**src/rtl/pc_seq_pkg.sv**
```systemverilog
`default_nettype none
// +----------------------------------------------------------------------------+
// | Module   : pc_seq_pkg                                                      |
// | Purpose  : Shared types and defaults for the PC fetch sequencer.           |
// | Revision : 1.0 - initial release                                           |
// +----------------------------------------------------------------------------+
package pc_seq_pkg;

  localparam int unsigned c_xlen         = 32;
  localparam logic [31:0] c_reset_vector = 32'h0000_0000;

  typedef enum logic [1:0] {
    BOOT    = 2'd0,
    RUN     = 2'd1,
    PENDING = 2'd2
  } pc_state_e;

  // Numeric order is the redirect priority: larger value wins.
  typedef enum logic [1:0] {
    RK_NONE   = 2'd0,
    RK_JUMP   = 2'd1,
    RK_BRANCH = 2'd2,
    RK_TRAP   = 2'd3
  } redir_kind_e;

  // Jumps resolve in ID, so only the IF/ID slot holds a wrong-path instruction.
  function automatic logic kind_flushes_idex(input redir_kind_e kind);
    return (kind == RK_BRANCH) || (kind == RK_TRAP);
  endfunction

endpackage
`default_nettype wire

```
**src/rtl/pc_redirect_select.sv**
```systemverilog
`default_nettype none
// +----------------------------------------------------------------------------+
// | Module   : pc_redirect_select                                              |
// | Purpose  : Priority mux of live redirect requests (trap > branch > jump).  |
// | Revision : 1.0 - initial release                                           |
// +----------------------------------------------------------------------------+
module pc_redirect_select
  import pc_seq_pkg::*;
#(
  parameter int unsigned XLEN = c_xlen
) (
  input  logic            trap_req,
  input  logic [XLEN-1:0] trap_vector,
  input  logic            branch_taken,
  input  logic [XLEN-1:0] branch_target,
  input  logic            jump_valid,
  input  logic [XLEN-1:0] jump_target,
  output redir_kind_e     kind,
  output logic [XLEN-1:0] target,
  output logic            misaligned
);

  logic [XLEN-1:0] w_raw;

  always_comb begin
    kind  = RK_NONE;
    w_raw = jump_target;
    if (trap_req) begin
      kind  = RK_TRAP;
      w_raw = trap_vector;
    end else if (branch_taken) begin
      kind  = RK_BRANCH;
      w_raw = branch_target;
    end else if (jump_valid) begin
      kind  = RK_JUMP;
      w_raw = jump_target;
    end
  end

  assign target     = {w_raw[XLEN-1:2], 2'b00};
  assign misaligned = (kind != RK_NONE) && (w_raw[1:0] != 2'b00);

endmodule
`default_nettype wire

```
**src/rtl/pc_fetch_sequencer.sv**
```systemverilog
`default_nettype none
// +----------------------------------------------------------------------------+
// | Module   : pc_fetch_sequencer                                              |
// | Purpose  : PC owner and IF/ID, ID/EX stall/flush sequencing.               |
// | Revision : 1.0 - initial release                                           |
// +----------------------------------------------------------------------------+
module pc_fetch_sequencer
  import pc_seq_pkg::*;
#(
  parameter int unsigned     XLEN         = c_xlen,
  parameter logic [XLEN-1:0] RESET_VECTOR = XLEN'(c_reset_vector)
) (
  input  logic            CLK,
  input  logic            RESET,
  input  logic            imem_busywait,
  input  logic            dmem_busywait,
  input  logic            load_use_hazard,
  input  logic            jump_valid,
  input  logic [XLEN-1:0] jump_target,
  input  logic            branch_taken,
  input  logic [XLEN-1:0] branch_target,
  input  logic            trap_req,
  input  logic [XLEN-1:0] trap_vector,
  output logic [XLEN-1:0] PC,
  output logic [XLEN-1:0] PC_plus4,
  output logic            fetch_valid,
  output logic            stall_if,
  output logic            stall_id,
  output logic            flush_ifid,
  output logic            flush_idex,
  output logic            misaligned_target
);

  pc_state_e       r_state, w_state_nxt;
  logic [XLEN-1:0] r_pc;
  redir_kind_e     r_pend_kind;
  logic [XLEN-1:0] r_pend_target;
  logic            r_pend_mis;
  logic            r_misaligned;

  redir_kind_e     w_live_kind;
  logic [XLEN-1:0] w_live_target;
  logic            w_live_mis;
  redir_kind_e     w_sel_kind;
  logic [XLEN-1:0] w_sel_target;
  logic            w_sel_mis;
  logic            w_freeze, w_redir;
  logic            w_load, w_pc_inc, w_capture;

  pc_redirect_select #(.XLEN(XLEN)) u_live_sel (
    .trap_req      (trap_req),
    .trap_vector   (trap_vector),
    .branch_taken  (branch_taken),
    .branch_target (branch_target),
    .jump_valid    (jump_valid),
    .jump_target   (jump_target),
    .kind          (w_live_kind),
    .target        (w_live_target),
    .misaligned    (w_live_mis)
  );

  assign w_freeze = imem_busywait | dmem_busywait;
  assign w_redir  = trap_req | branch_taken | jump_valid;

  always_ff @(posedge CLK or negedge RESET) begin
    if (!RESET) r_state <= BOOT;
    else        r_state <= w_state_nxt;
  end

  always_comb begin
    w_state_nxt = r_state;
    unique case (r_state)
      BOOT:    w_state_nxt = RUN;
      RUN:     if (w_redir && w_freeze) w_state_nxt = PENDING;
      PENDING: if (!w_freeze) w_state_nxt = RUN;
      default: w_state_nxt = BOOT;
    endcase
  end

  always_comb begin
    stall_if     = 1'b0;
    stall_id     = 1'b0;
    flush_ifid   = 1'b0;
    flush_idex   = 1'b0;
    w_load       = 1'b0;
    w_pc_inc     = 1'b0;
    w_capture    = 1'b0;
    w_sel_kind   = w_live_kind;
    w_sel_target = w_live_target;
    w_sel_mis    = w_live_mis;
    unique case (r_state)
      RUN: begin
        if (w_redir && !w_freeze) begin
          w_load     = 1'b1;
          flush_ifid = 1'b1;
          flush_idex = kind_flushes_idex(w_live_kind);
        end else if (w_redir || w_freeze) begin
          stall_if  = 1'b1;
          stall_id  = 1'b1;
          w_capture = w_redir;
        end else if (load_use_hazard) begin
          stall_if   = 1'b1;
          stall_id   = 1'b1;
          flush_idex = 1'b1;
        end else begin
          w_pc_inc = 1'b1;
        end
      end
      PENDING: begin
        // Only a strictly higher-priority live request displaces the buffered one.
        if (w_live_kind <= r_pend_kind) begin
          w_sel_kind   = r_pend_kind;
          w_sel_target = r_pend_target;
          w_sel_mis    = r_pend_mis;
        end
        if (w_freeze) begin
          stall_if  = 1'b1;
          stall_id  = 1'b1;
          w_capture = (w_live_kind > r_pend_kind);
        end else begin
          w_load     = 1'b1;
          flush_ifid = 1'b1;
          flush_idex = kind_flushes_idex(w_sel_kind);
        end
      end
      default: ;
    endcase
  end

  always_ff @(posedge CLK or negedge RESET) begin
    if (!RESET) begin
      r_pc          <= RESET_VECTOR;
      r_misaligned  <= 1'b0;
      r_pend_kind   <= RK_NONE;
      r_pend_target <= '0;
      r_pend_mis    <= 1'b0;
    end else begin
      r_misaligned <= 1'b0;
      if (w_load) begin
        r_pc         <= w_sel_target;
        r_misaligned <= w_sel_mis;
      end else if (w_pc_inc) begin
        r_pc <= PC_plus4;
      end
      if (w_capture) begin
        r_pend_kind   <= w_live_kind;
        r_pend_target <= w_live_target;
        r_pend_mis    <= w_live_mis;
      end else if (w_load) begin
        r_pend_kind <= RK_NONE;
      end
    end
  end

  assign PC                = r_pc;
  assign PC_plus4          = r_pc + XLEN'(4);
  assign misaligned_target = r_misaligned;
  assign fetch_valid       = (r_state != BOOT) && !imem_busywait && !flush_ifid;

endmodule
`default_nettype wire

```
**config.mk**
```make
export PLATFORM = sky130hd
export DESIGN_NAME = pc_fetch_sequencer
export DESIGN_NICKNAME = d
export VERILOG_FILES = /design/src/rtl/pc_seq_pkg.sv /design/src/rtl/pc_redirect_select.sv /design/src/rtl/pc_fetch_sequencer.sv
export SDC_FILE = /design/constraint.sdc
export NUM_CORES = 1
export LEC_CHECK = 0
export CORE_ASPECT_RATIO = 0.9
export CORE_MARGIN = 2
export CORE_UTILIZATION = 41
export CTS_CLUSTER_SIZE = 16
export DETAILED_ROUTE_END_ITERATION = 7
export PLACE_DENSITY = 0.74
export SYNTH_ARGS = -nofsm -noshare
export SYNTH_HDL_FRONTEND = slang
export SYNTH_HIERARCHICAL = 1
export SYNTH_SLANG_ARGS = --single-unit
export TNS_END_PERCENT = 30
```
**constraint.sdc**
```tcl
create_clock -name CLK -period 4.2 [get_ports CLK]
set_input_delay 1.05 -clock CLK [delete_from_list [all_inputs] [get_ports CLK]]
set_output_delay 1.05 -clock CLK [all_outputs]
set_load 0.02 [all_outputs]
```
Yosys cells after proc, flatten, opt, wreduce, memory -nomap -nowiden

Cells that the tools add are included.

Register bits after elaboration: 68
Output and inout bits: 70
Word-level logic and storage cells: 77

Reduce and logical (&&, ||, !) cells: 18
Bitwise logic cells: 3
Eq/ne operators: 8
Mux-type cells: 39
Add/sub/neg operators: 1
Magnitude comparators: 2

Operator list:

| operator                | number |
|---|---|
| $mux W32                | 6 |
| $add A32 B3 Y32 const B | 1 |
| $mux W1                 | 20 |
| $mux W2                 | 8 |
| $eq A2 B2 Y1 const B    | 5 |
| $reduce_bool A2 Y1      | 5 |
| $pmux W1 S2             | 4 |
| $pmux W2 S3             | 1 |
| $logic_and A1 B1 Y1     | 5 |
| $ne A2 B2 Y1 const B    | 2 |
| $logic_not A1 Y1        | 3 |
| $logic_or A1 B1 Y1      | 3 |
| $or A1 B1 Y1            | 3 |
| $eq A2 B1 Y1 const B    | 1 |
| $gt A2 B2 Y1            | 1 |
| $le A2 B2 Y1            | 1 |
| $logic_not A2 Y1        | 1 |
| $reduce_and A2 Y1       | 1 |

Longest topological paths before layout

Depth after elaboration: 10
Depth in mapped cells: 12
Depth with buffers taken out: 9

By module

The synthesis kept the hierarchy.

Modules (own cells, without submodules):

| module             | instances | sequential area each (sq um) | cells each | area an instance (sq um) |
|---|---|---|---|---|
| pc_fetch_sequencer | 1         | 1751.7                       | 431        | 4257.8 |
| pc_redirect_select | 1         | 0.0                          | 112        | 749.5 |

Worst setup path before layout

Ideal clock, no wire load.

Kind: input port to output port
Start point: input branch_taken
End point: output fetch_valid
Stages: 6
Path slack: 0.281 ns
Arrival time: 2.869 ns
Buffers on the path: 1
Cells stage by stage: nor3_1 > nor2_1 > o21ai_1 > clkbuf_1 > inv_1 > nor3_1

Longest elaborated chain between the ends: 7

Ends and longest elaborated chain:

| item                      | RTL line                  | text |
|---|---|---|
| from (decl)               | pc_fetch_sequencer.sv:20  | `input logic branch_taken,` |
| $or A1 B1 Y1 (2 in a row) | pc_fetch_sequencer.sv:63  | `assign w_redir = trap_req \| branch_taken \| jump_valid;` |
| $logic_and A1 B1 Y1       | pc_fetch_sequencer.sv:93  | `if (w_redir && !w_freeze) begin` |
| $mux W1                   | pc_fetch_sequencer.sv:93  |  |
| $pmux W1 S2               | pc_fetch_sequencer.sv:91  | `unique case (r_state)` |
| net flush_ifid            | pc_fetch_sequencer.sv:29  | `output logic flush_ifid,` |
| $logic_not A1 Y1          | pc_fetch_sequencer.sv:158 | `assign fetch_valid = (r_state != BOOT) && !imem_busywait && !flush_ifid;` |
| $logic_and A1 B1 Y1       | pc_fetch_sequencer.sv:158 |  |
| to (decl)                 | pc_fetch_sequencer.sv:26  | `output logic fetch_valid,` |

The timed path passes the listed nets, and every way through them passes these cells.

Final worst setup path

Start point: input jump_valid
End point: output stall_id

Longest elaborated chain between the ends: 5
Elaborated cells on any way between the ends: 6
Those cells by class: mux (3); bitwise (1); reduce/logical (2)

Ends and longest elaborated chain:

| item               | RTL line                 | text |
|---|---|---|
| from (decl)        | pc_fetch_sequencer.sv:18 | `input logic jump_valid,` |
| $or A1 B1 Y1 (*)   | pc_fetch_sequencer.sv:63 |  |
| $logic_or A1 B1 Y1 | pc_fetch_sequencer.sv:97 | `end else if (w_redir \|\| w_freeze) begin` |
| $mux W1            | pc_fetch_sequencer.sv:97 |  |
| $mux W1 (*)        | pc_fetch_sequencer.sv:93 |  |
| $pmux W1 S2 (*)    | pc_fetch_sequencer.sv:91 |  |
| to (decl)          | pc_fetch_sequencer.sv:28 | `output logic stall_id,` |

Mark *: on every way between the ends. The rest lies on a longest branch, timed or not.

==> metrics.txt <==
# TYPE chip_impl_metric gauge
chip_impl_metric{name="cts_hold_buffers",unit=""} 0
chip_impl_metric{name="dieWidth",unit="µm"} 120
chip_impl_metric{name="ant_nets",unit=""} 0
chip_impl_metric{name="hpwlAfterDp",unit="µm"} 10600
chip_impl_info{name="path_delay_family",value="buffers and inverters"} 1
chip_impl_metric{name="proportion_of_synthesized_chip_area_in_sequential_cells",unit="%"} 35.0
chip_impl_info{name="cts-root-buf",value="sky130_fd_sc_hd__clkbuf_16"} 1
chip_impl_metric{name="placedCellCount",unit=""} 853
chip_impl_info{name="tritoncts",value="built"} 1
chip_impl_metric{name="upper_clock_frequency_limit",unit="MHz"} 244
chip_impl_metric{name="final_max_slew_viol_count",unit=""} 0
chip_impl_info{name="critical_path.most_common_cell",value="sky130_fd_sc_hd__clkdlybuf4s50_1"} 1
chip_impl_metric{name="tightestPinTransition",unit="ns"} 0.904
chip_impl_metric{name="post_synth_inst_count",unit=""} 543
chip_impl_metric{name="crit_buf_inv",unit=""} 3
chip_impl_metric{name="fin_worst_skew",unit="ns"} 0.00840
chip_impl_metric{name="synth_edf_count",unit=""} 0
chip_impl_metric{name="yosys.area.top_type_share",unit="%"} 35.0
chip_impl_info{name="cp-start-kind",value="input pin"} 1
chip_impl_metric{name="n_antenna_cell",unit=""} 0
chip_impl_info{name="synthMostInstantiatedCell",value="sky130_fd_sc_hd__dfrtp_1"} 1
chip_impl_metric{name="final_core_util",unit="%"} 59.5
chip_impl_info{name="critical_path.cell_chain",value="clkdlybuf4s50_1, buf_4, nor3_1, and2_1, o21ai_0, a21boi_0, clkdlybuf4s50_1"} 1
chip_impl_metric{name="setup_viol",unit=""} 0
chip_impl_info{name="synth.top_cells.by_count",value="70 x sky130_fd_sc_hd__dfrtp_1, 68 x sky130_fd_sc_hd__nand2_1, 55 x sky130_fd_sc_hd__mux2i_1"} 1
chip_impl_metric{name="via_count_of_the_first_global_routing_pass",unit=""} 4324
chip_impl_info{name="synth.top_cells.by_area",value="sky130_fd_sc_hd__dfrtp_1 35%, sky130_fd_sc_hd__mux2i_1 11%, sky130_fd_sc_hd__mux2_2 7.9%"} 1
chip_impl_metric{name="worst_ep_required_time",unit="ns"} 3.15
chip_impl_info{name="rsz_0062_raised_after_global_routing",value="no"} 1
chip_impl_metric{name="timing.final.crit_share",unit="%"} 97.6
chip_impl_metric{name="detailed_place.area",unit="µm²"} 6840
chip_impl_metric{name="peakVddDrop",unit="µV"} 248
chip_impl_metric{name="post_cts.repair.setup_buffers",unit=""} 0
chip_impl_metric{name="num_io_pins",unit=""} 174
chip_impl_metric{name="gp_congestion",unit=""} 0.849
chip_impl_metric{name="final.fill_count",unit=""} 1072
chip_impl_metric{name="p_leak",unit="nW"} 2.97
chip_impl_info{name="setup.worst_path.end_class",value="output pin"} 1
chip_impl_metric{name="vias_per_cell",unit=""} 5.44
chip_impl_metric{name="syn_to_final_growth",unit="%"} 42.4
chip_impl_metric{name="antenna_found_initial",unit=""} 0
chip_impl_metric{name="grt_max_degree",unit=""} 71
chip_impl_info{name="timing.setup.critical_path_class",value="input pin to output pin"} 1
chip_impl_metric{name="cts_buffer_depth",unit=""} 2
chip_impl_metric{name="grt_remaining_overflow",unit=""} 0
chip_impl_metric{name="floorplan.rows",unit=""} 38
chip_impl_metric{name="dieHeight",unit="µm"} 109
chip_impl_metric{name="design_area",unit="µm²"} 7130
chip_impl_metric{name="detailedRoute.firstPassIterationCount",unit=""} 6
chip_impl_metric{name="clock_buffer_count_from_cts",unit=""} 9
chip_impl_info{name="status",value="finished, final reports clean"} 1
chip_impl_metric{name="asyncSetResetFlopFracSynth",unit="%"} 100
chip_impl_metric{name="clkSlewWorstSetupHoldPaths",unit="ns"} 0.05
chip_impl_metric{name="core-area",unit="µm²"} 12000
chip_impl_metric{name="total_power",unit="mW"} 4.42
chip_impl_metric{name="htree_num_levels",unit=""} 3
chip_impl_metric{name="drtIter0Drc",unit=""} 476
chip_impl_info{name="worst_hold_path_type",value="register to register"} 1
chip_impl_metric{name="final_cell_count_no_fill",unit=""} 868
chip_impl_metric{name="die_area",unit="µm²"} 13100
chip_impl_metric{name="grt_pass1_wl",unit="µm"} 21900
chip_impl_info{name="yosys_most_used_dff",value="sky130_fd_sc_hd__dfrtp_1"} 1
chip_impl_metric{name="cp_data_arrival_time",unit="ns"} 3.05
chip_impl_metric{name="synth_area",unit="µm²"} 5010
chip_impl_metric{name="avgRoutedWirePerCell",unit="µm"} 16.1
chip_impl_metric{name="p_per_area",unit="nW/µm²"} 620
chip_impl_metric{name="yosysWarningCount",unit=""} 6
chip_impl_metric{name="detailroute.via_count",unit=""} 4725
chip_impl_metric{name="critical_path_peak_fanout",unit=""} 3
chip_impl_metric{name="drc",unit=""} 0
chip_impl_metric{name="cap_viol_max_count",unit=""} 0
chip_impl_info{name="synth_top_cell_by_area",value="sky130_fd_sc_hd__dfrtp_1"} 1
chip_impl_info{name="critical_path.slowest_cell",value="sky130_fd_sc_hd__clkdlybuf4s50_1"} 1
chip_impl_metric{name="clock_insertion_delay_worst_skew",unit="ns"} 0.33
chip_impl_metric{name="cts_sinks",unit=""} 70
chip_impl_metric{name="track_usage",unit="%"} 21.0
chip_impl_metric{name="numPortBuffers",unit=""} 173
chip_impl_metric{name="synthDistinctLibCells",unit=""} 60
chip_impl_metric{name="timing.slew.headroom",unit="%"} 39.7
chip_impl_metric{name="synth.avg_cell_area",unit="µm²"} 9.22
chip_impl_metric{name="num-nets-final",unit=""} 814
chip_impl_metric{name="final_hold_viol_count",unit=""} 0
chip_impl_metric{name="period_needed",unit="ns"} 4.10
chip_impl_metric{name="initial_core_util",unit="%"} 41.8
chip_impl_metric{name="ys_ff_latch",unit=""} 70
chip_impl_metric{name="critical-path-max-stage-delay",unit="ns"} 0.66
chip_impl_metric{name="wirelength",unit="µm"} 14000
chip_impl_metric{name="post_route_cells_drive_above_1_share",unit="%"} 13.1
## power breakdown
group          leakage, nW  internal (mW)  switching, mW
logic                 1.98           1.22           1.14
registers            0.854          0.999          0.369
clock network        0.131          0.427          0.267
total                 2.97           2.64           1.78
## cells by family after synthesis
family                     after synthesis  share of synthesized area (%)
AOI/OAI and AO/OA                      122                           16.0
xor gates and xnor gates                27                           4.72
adders and majority gates                6                           1.50
buffers and inverters                   50                           5.65
DFF                                     70                           35.0
muxes                                   90                           18.9
other                                    1                         0.0749
and+or+nand+nor                        177                           18.2
## area by class of cell
type	count	area (µm²)	area share, %
repair buffers	191	1860	26.1
flip-flops and latches	70	1750	24.6
clock inverters	3	20.0	0.281
inverters	8	30.0	0.421
multi-input cells	424	3010	42.3
well taps	160	200	2.81
clock buffers	12	256	3.60
## state kept, by name, indices dropped and copies added, names as in the netlist
name,count
PC,32
r_pend_mis,1
r_pend_target,32
r_state,2
r_pend_kind,2
misaligned_target,1
## per-stage QoR
stage / hold WS, ns / setup TNS (ns) / setup WS (ns)
after floorplan: 0.472 / 0 / 0.281
after global placement: 0.481 / -0.101 / -0.101
after detailed placement: 0.488 / -0.0808 / -0.0808
after CTS: 0.499 / 0 / 0.0693
after global routing: 0.512 / 0 / 0.00367
final: 0.498 / 0 / 0.102
## timing repair
| item | CTS | global route |
|---|---|---|
| gates cloned | 0 | 0 |
| endpoints found under the hold margin | 0 | 0 |
| resized for setup | 1 | 3 |
| endpoints found under the setup margin | 1 | 4 |
| pin swaps | 0 | 0 |
## layer usage
metal	vias to the layer above	global-route usage, %	wire length [µm]
met3	12	3.29	863
li1	2289	-	-
met1	2249	29.9	6560
met5	-	0	0
met4	0	6.56	137
met2	175	33.0	6400
## layout by cell type (no fill, tap or decap), drive strengths merged, types with 12 or more instances in the layout
| master | count |
|---|---|
| clkbuf | 12 |
| dfrtp | 70 |
| nand3 | 13 |
| xnor2 | 15 |
| nand4 | 12 |
| mux2i | 55 |
| a21oi | 15 |
| nand2 | 68 |
| buf | 21 |
| xor2 | 12 |
| clkdlybuf4s50 | 167 |
| o21ai | 51 |
| nor2 | 28 |
| mux2 | 35 |
## final timing paths
kind                                         from                end  slack (ns)  cells after the start
max in group asynchronous                   RESET              PC[3]        2.76                      1
min in group asynchronous                   RESET  r_pend_target[26]        0.85                      1
worst max-delay path                   jump_valid           stall_id        0.10                      7
worst max register to register         r_state[0]              PC[2]        1.44                      8
worst min register to register  r_pend_target[17]  r_pend_target[17]        0.50                      1
worst min-delay path            r_pend_target[17]  r_pend_target[17]        0.50                      1
No activity file was read; power rests on OpenSTA's default activity.
